File: config.mk
export PLATFORM = sky130hd
export DESIGN_NAME = prog_loader
export DESIGN_NICKNAME = d
export VERILOG_FILES = /design/src/rtl/prog_loader.sv
export SDC_FILE = /design/constraint.sdc
export NUM_CORES = 1
export LEC_CHECK = 0
export BUFFER_PORTS_ARGS = -buffer_cell sky130_fd_sc_hd__buf_2
export CAP_MARGIN = 20
export CORE_UTILIZATION = 30
export DETAILED_ROUTE_END_ITERATION = 8
export PLACE_DENSITY = 0.5
export SYNTH_ARGS = -nofsm -noshare
export SYNTH_HDL_FRONTEND = slang
export SYNTH_SLANG_ARGS = --single-unit
File: constraint.sdc
create_clock -name clk -period 1.9 [get_ports clk]
set_input_delay 0.285 -clock clk [delete_from_list [all_inputs] [get_ports clk]]
set_output_delay 0.285 -clock clk [all_outputs]
set_load 0.01 [all_outputs]
File: src/rtl/prog_loader.sv
// Framed byte-stream loader for the 32 x 16 program RAM: assembles hi/lo byte pairs
// into words, writes them sequentially and releases the core only after a good checksum.
module prog_loader #(
  parameter int ADDR_W = 5,
  parameter int DEPTH  = 32,
  parameter int WORD_W = 16
) (
  input  logic              clk,
  input  logic              rst,
  input  logic [7:0]        in_data,
  input  logic              in_valid,
  output logic              in_ready,
  input  logic              abort,
  output logic              wr_en,
  output logic [ADDR_W-1:0] wr_addr,
  output logic [WORD_W-1:0] wr_data,
  output logic              busy,
  output logic              load_ok,
  output logic              load_err,
  output logic              cpu_hold,
  output logic [ADDR_W:0]   word_cnt
);

  localparam logic [7:0] HEADER  = 8'hA5;
  localparam logic [7:0] DEPTH_B = 8'(DEPTH);

  typedef enum logic [2:0] {
    S_IDLE,
    S_LEN,
    S_HI,
    S_LO,
    S_CSUM,
    S_ERR
  } state_t;

  state_t              state_q, state_d;
  logic [ADDR_W:0]     n_q, n_d;
  logic [ADDR_W:0]     cnt_q, cnt_d;
  logic [7:0]          hi_q, hi_d;
  logic [7:0]          xor_q, xor_d;
  logic                hold_q, hold_d;
  logic                ok_q, ok_d;
  logic                wr_en_q, wr_en_d;
  logic [ADDR_W-1:0]   wr_addr_q, wr_addr_d;
  logic [WORD_W-1:0]   wr_data_q, wr_data_d;
  logic                xfer;

  assign in_ready = (state_q != S_ERR);
  assign xfer     = in_valid && in_ready;

  always_comb begin
    state_d   = state_q;
    n_d       = n_q;
    cnt_d     = cnt_q;
    hi_d      = hi_q;
    xor_d     = xor_q;
    hold_d    = hold_q;
    ok_d      = 1'b0;
    wr_en_d   = 1'b0;
    wr_addr_d = wr_addr_q;
    wr_data_d = wr_data_q;

    if (abort) begin
      state_d = S_IDLE;
      if (state_q != S_IDLE) hold_d = 1'b1;
    end else begin
      unique case (state_q)
        S_IDLE: begin
          if (xfer && in_data == HEADER) begin
            state_d = S_LEN;
            hold_d  = 1'b1;
            cnt_d   = '0;
          end
        end
        S_LEN: begin
          if (xfer) begin
            if (in_data == 8'h00 || in_data > DEPTH_B) begin
              state_d = S_ERR;
            end else begin
              n_d     = in_data[ADDR_W:0];
              xor_d   = '0;
              state_d = S_HI;
            end
          end
        end
        S_HI: begin
          if (xfer) begin
            hi_d    = in_data;
            xor_d   = xor_q ^ in_data;
            state_d = S_LO;
          end
        end
        S_LO: begin
          if (xfer) begin
            xor_d     = xor_q ^ in_data;
            wr_en_d   = 1'b1;
            // word_cnt doubles as the write address: both restart at 0 on the header
            wr_addr_d = cnt_q[ADDR_W-1:0];
            wr_data_d = WORD_W'({hi_q, in_data});
            cnt_d     = cnt_q + 1'b1;
            state_d   = (cnt_d == n_q) ? S_CSUM : S_HI;
          end
        end
        S_CSUM: begin
          if (xfer) begin
            if (in_data == xor_q) begin
              state_d = S_IDLE;
              ok_d    = 1'b1;
              hold_d  = 1'b0;
            end else begin
              state_d = S_ERR;
            end
          end
        end
        S_ERR:   state_d = S_IDLE;
        default: state_d = S_IDLE;
      endcase
    end
  end

  always_ff @(posedge clk) begin
    if (rst) begin
      state_q   <= S_IDLE;
      n_q       <= '0;
      cnt_q     <= '0;
      hi_q      <= '0;
      xor_q     <= '0;
      hold_q    <= 1'b1;
      ok_q      <= 1'b0;
      wr_en_q   <= 1'b0;
      wr_addr_q <= '0;
      wr_data_q <= '0;
    end else begin
      state_q   <= state_d;
      n_q       <= n_d;
      cnt_q     <= cnt_d;
      hi_q      <= hi_d;
      xor_q     <= xor_d;
      hold_q    <= hold_d;
      ok_q      <= ok_d;
      wr_en_q   <= wr_en_d;
      wr_addr_q <= wr_addr_d;
      wr_data_q <= wr_data_d;
    end
  end

  assign wr_en    = wr_en_q;
  assign wr_addr  = wr_addr_q;
  assign wr_data  = wr_data_q;
  assign busy     = (state_q != S_IDLE);
  assign load_ok  = ok_q;
  assign load_err = (state_q == S_ERR);
  assign cpu_hold = hold_q;
  assign word_cnt = cnt_q;

endmodule

==> results.md <==
- Finished Core Util: 37.9%
- Maxcap violations: 0
- Clock-pin slew on the worst setup and hold paths: 110 ps
- Hold WS: 304 ps
- Clk sinks: 55
- H-Tree Level Count: 2
- Synth warn: 0
- CTS tree: done
- Vias per cell: 4.86
- Worst clock skew: 10.2 ps
- Die Y: 97.1 um
- Syn nets: 345
- Routed len/inst: 14.0 um
- Clk buf depth: 2
- Fmax: 0.567 GHz
- Final period utilization: 92.9%
- Post-synth ARST share: 0%
- Final Non-Filler Cells: 494
- Mapped Cells: 332
- Main synth FF type: dfxtp_1
- N_diodes: 0
- Setup TNS: 0 ps
- Post-DRT Antenna Nets: 0
- Final min period: 1760 ps
- GR Overflow Total: 0
- Vias: 2401
- Post-CTS setup buffers: 0
- Final wirelength: 6910 um
- Final-layout fill cell count: 913
- Vias in the first global route: 2298
- Post-DP HPWL: 4960 um
- Global-route wire length before repair: 11500 um
- Post-synthesis to final-layout area growth: 22.1%
- DIE WIDTH: 97.1 um
- Seq pwr share: 55.4%
- Layout cell share with drive strength beyond 1: 24.1%
- Relative slew margins: 67.3%
- Area of the multi-input gates: 0.00149 mm^2
- Remaining DRCs: 0
- Final Hold Fails: 0
- Initial Util: 31.1%
- Register bit total from synthesis: 55
- Total Routing Usage GR: 14.9%
- DR iter-0 viols: 116
- RSZ-0062 raised after global routing: no
- CP Launch Type: flop
- Worst path arrival time: 1480 ps
- Seq/Total Area, Yosys: 40.6%
- Synth Cell Area: 0.00271 mm^2
- Internal Power: 1.59 mW
- Req. time, crit path: 1620 ps
- Crit end category: output pin
- P_sw: 490 uW
- Hold WC Path Type: primary input to flop
- Antenna violations before repair: 0
- CTS Buf Count: 5
- Worst vdd ir: 0.000323 V
- Largest net degree at the start of global routing: 48
- Avg Synthesized Cell Area: 8.17 um^2
- Pwr/cell area: 629 mW/mm^2
- Outcome: completed
- Clk root buf: clkbuf_8
- Power share of the combinational group: 5.8%
- Drt pass-1 iters: 6
- Crit Path Class: flop to output pin
- Net Sw Frac: 23.5%
- Cell row count: 34
- Post-synth EDFFs: 0
- Clock power frac: 38.8%
- Unique masters post-synth: 49
- Clk_lat worst skew: 310 ps
- # nets final: 398
- I/O pin cnt: 45
- Register Area: 0.00110 mm^2
- CP max FO: 10
- Worst slew pin tran: 490 ps
- Core footprint: 0.00872 mm^2
- GPL Wtd Cong: 0.822
- Number of port buffers: 44
- Final Setup Violations: 0
- Die outline area: 0.00942 mm^2
- Placed Instances: 486
- Max Transition Viols Final: 0
- Leakage: 1.30 nW
## worst paths after layout
kind / startpoint / cells past startpoint / end / slack [ps]
max: state_q[1] / 3 / busy / 140
min: rst / 2 / xor_q[5] / 300
max reg2reg: word_cnt[0] / 6 / state_q[2] / 170
min reg2reg: wr_addr[0] / 2 / wr_addr[0] / 460
## synth_stat cells (4+ instances only)
library cell | n | area, um^2
clkbuf_1 | 14 | 52.6
o21ai_0 | 12 | 60.1
o2bb2ai_1 | 8 | 70.1
a21oi_1 | 38 | 190
mux2i_1 | 15 | 150
dfxtp_1 | 55 | 1100
a31oi_1 | 4 | 25.0
nand3_1 | 9 | 45.0
nand4_1 | 4 | 25.0
nand2_1 | 57 | 214
xor2_1 | 12 | 105
xnor2_1 | 4 | 35.0
inv_1 | 4 | 15.0
nor2_1 | 37 | 139
buf_2 | 11 | 55.1
## layer usage
layer,GRT usage [%],share of wire (%),vias to the layer above
li1,-,-,1254
met1,20.6,50,1104
met2,24.3,46,36
met3,2.30,2.6,7
met4,3.44,0.94,0
met5,0,0,-
## stage by stage
step	area (um^2)	power, mW	setup slack [ps]
global route	3310	2.17	8.61
global placement	3170	1.30	70.5
detailed placement	3170	1.30	69.7
floorplan	2710	1.25	175
CTS	3290	2.11	35.4
finish	3310	2.08	135
## registers in the layout, summed over array words and instances, names as in the netlist
| register | count |
|---|---|
| n_q | 6 |
| wr_en | 1 |
| word_cnt | 6 |
| state_q | 3 |
| cpu_hold | 1 |
| xor_q | 8 |
| load_ok | 1 |
| wr_data | 16 |
| wr_addr | 5 |
| hi_q | 8 |
## what timing repair did
item / CTS / global route
setup endpoints to repair: 0 / 8
hold buffers: 0 / 0
resized for setup: 0 / 4
## placed cells by master, fill, tap and decap left out, drive strengths merged, types with 2 or more instances in the layout
cell type  count
xnor2          4
nor3           4
and4b          2
nor2          37
nand3b         2
nand3          9
dfxtp         55
mux2i         15
nand2         57
and2           3
nand4          4
a211oi         3
nor3b          4
xor2          12
a21bo          2
o2bb2ai        8
and4           2
o21ai         12
a31oi          4
inv            5
a21oi         38
buf           73
nor4           3
clkbuf         5
a221oi         2
## logic make-up after synthesis
kind of cell               Yosys count  synth area share [%]
and+or+nand+nor                    137                  24.8
AOI/OAI and AO/OA                   76                  17.8
DFF                                 55                  40.6
buffers and inverters               31                  5.21
xor gates and xnor gates            16                  5.17
muxes                               15                  5.54
adders and majority gates            2                 0.877
## critical path, stage by stage (launching register included)
cell and delay, ps:
dfxtp_1 420, or3_1 460, buf_4 170, buf_2 130
## cell type report
cell class / count / area share, %
Tap cell: 108 / 4.08
Multi-Input combinational cell: 246 / 45.1
Clock inverter: 3 / 1.40
Sequential cell: 55 / 33.3
Inverter: 4 / 0.454
Clock buffer: 5 / 2.08
Timing Repair Buffer: 73 / 13.6
## power groups by stage
stage	Combinational [mW]	Clock [mW]	Sequential (mW)
2_1_floorplan	0.0717	0	1.18
3_3_place_gp	0.120	0	1.18
3_5_place_dp	0.121	0	1.18
4_1_cts	0.121	0.839	1.15
5_1_grt	0.132	0.888	1.15
6_report	0.121	0.808	1.15
Note: power is estimated with default switching activity, not from simulation.
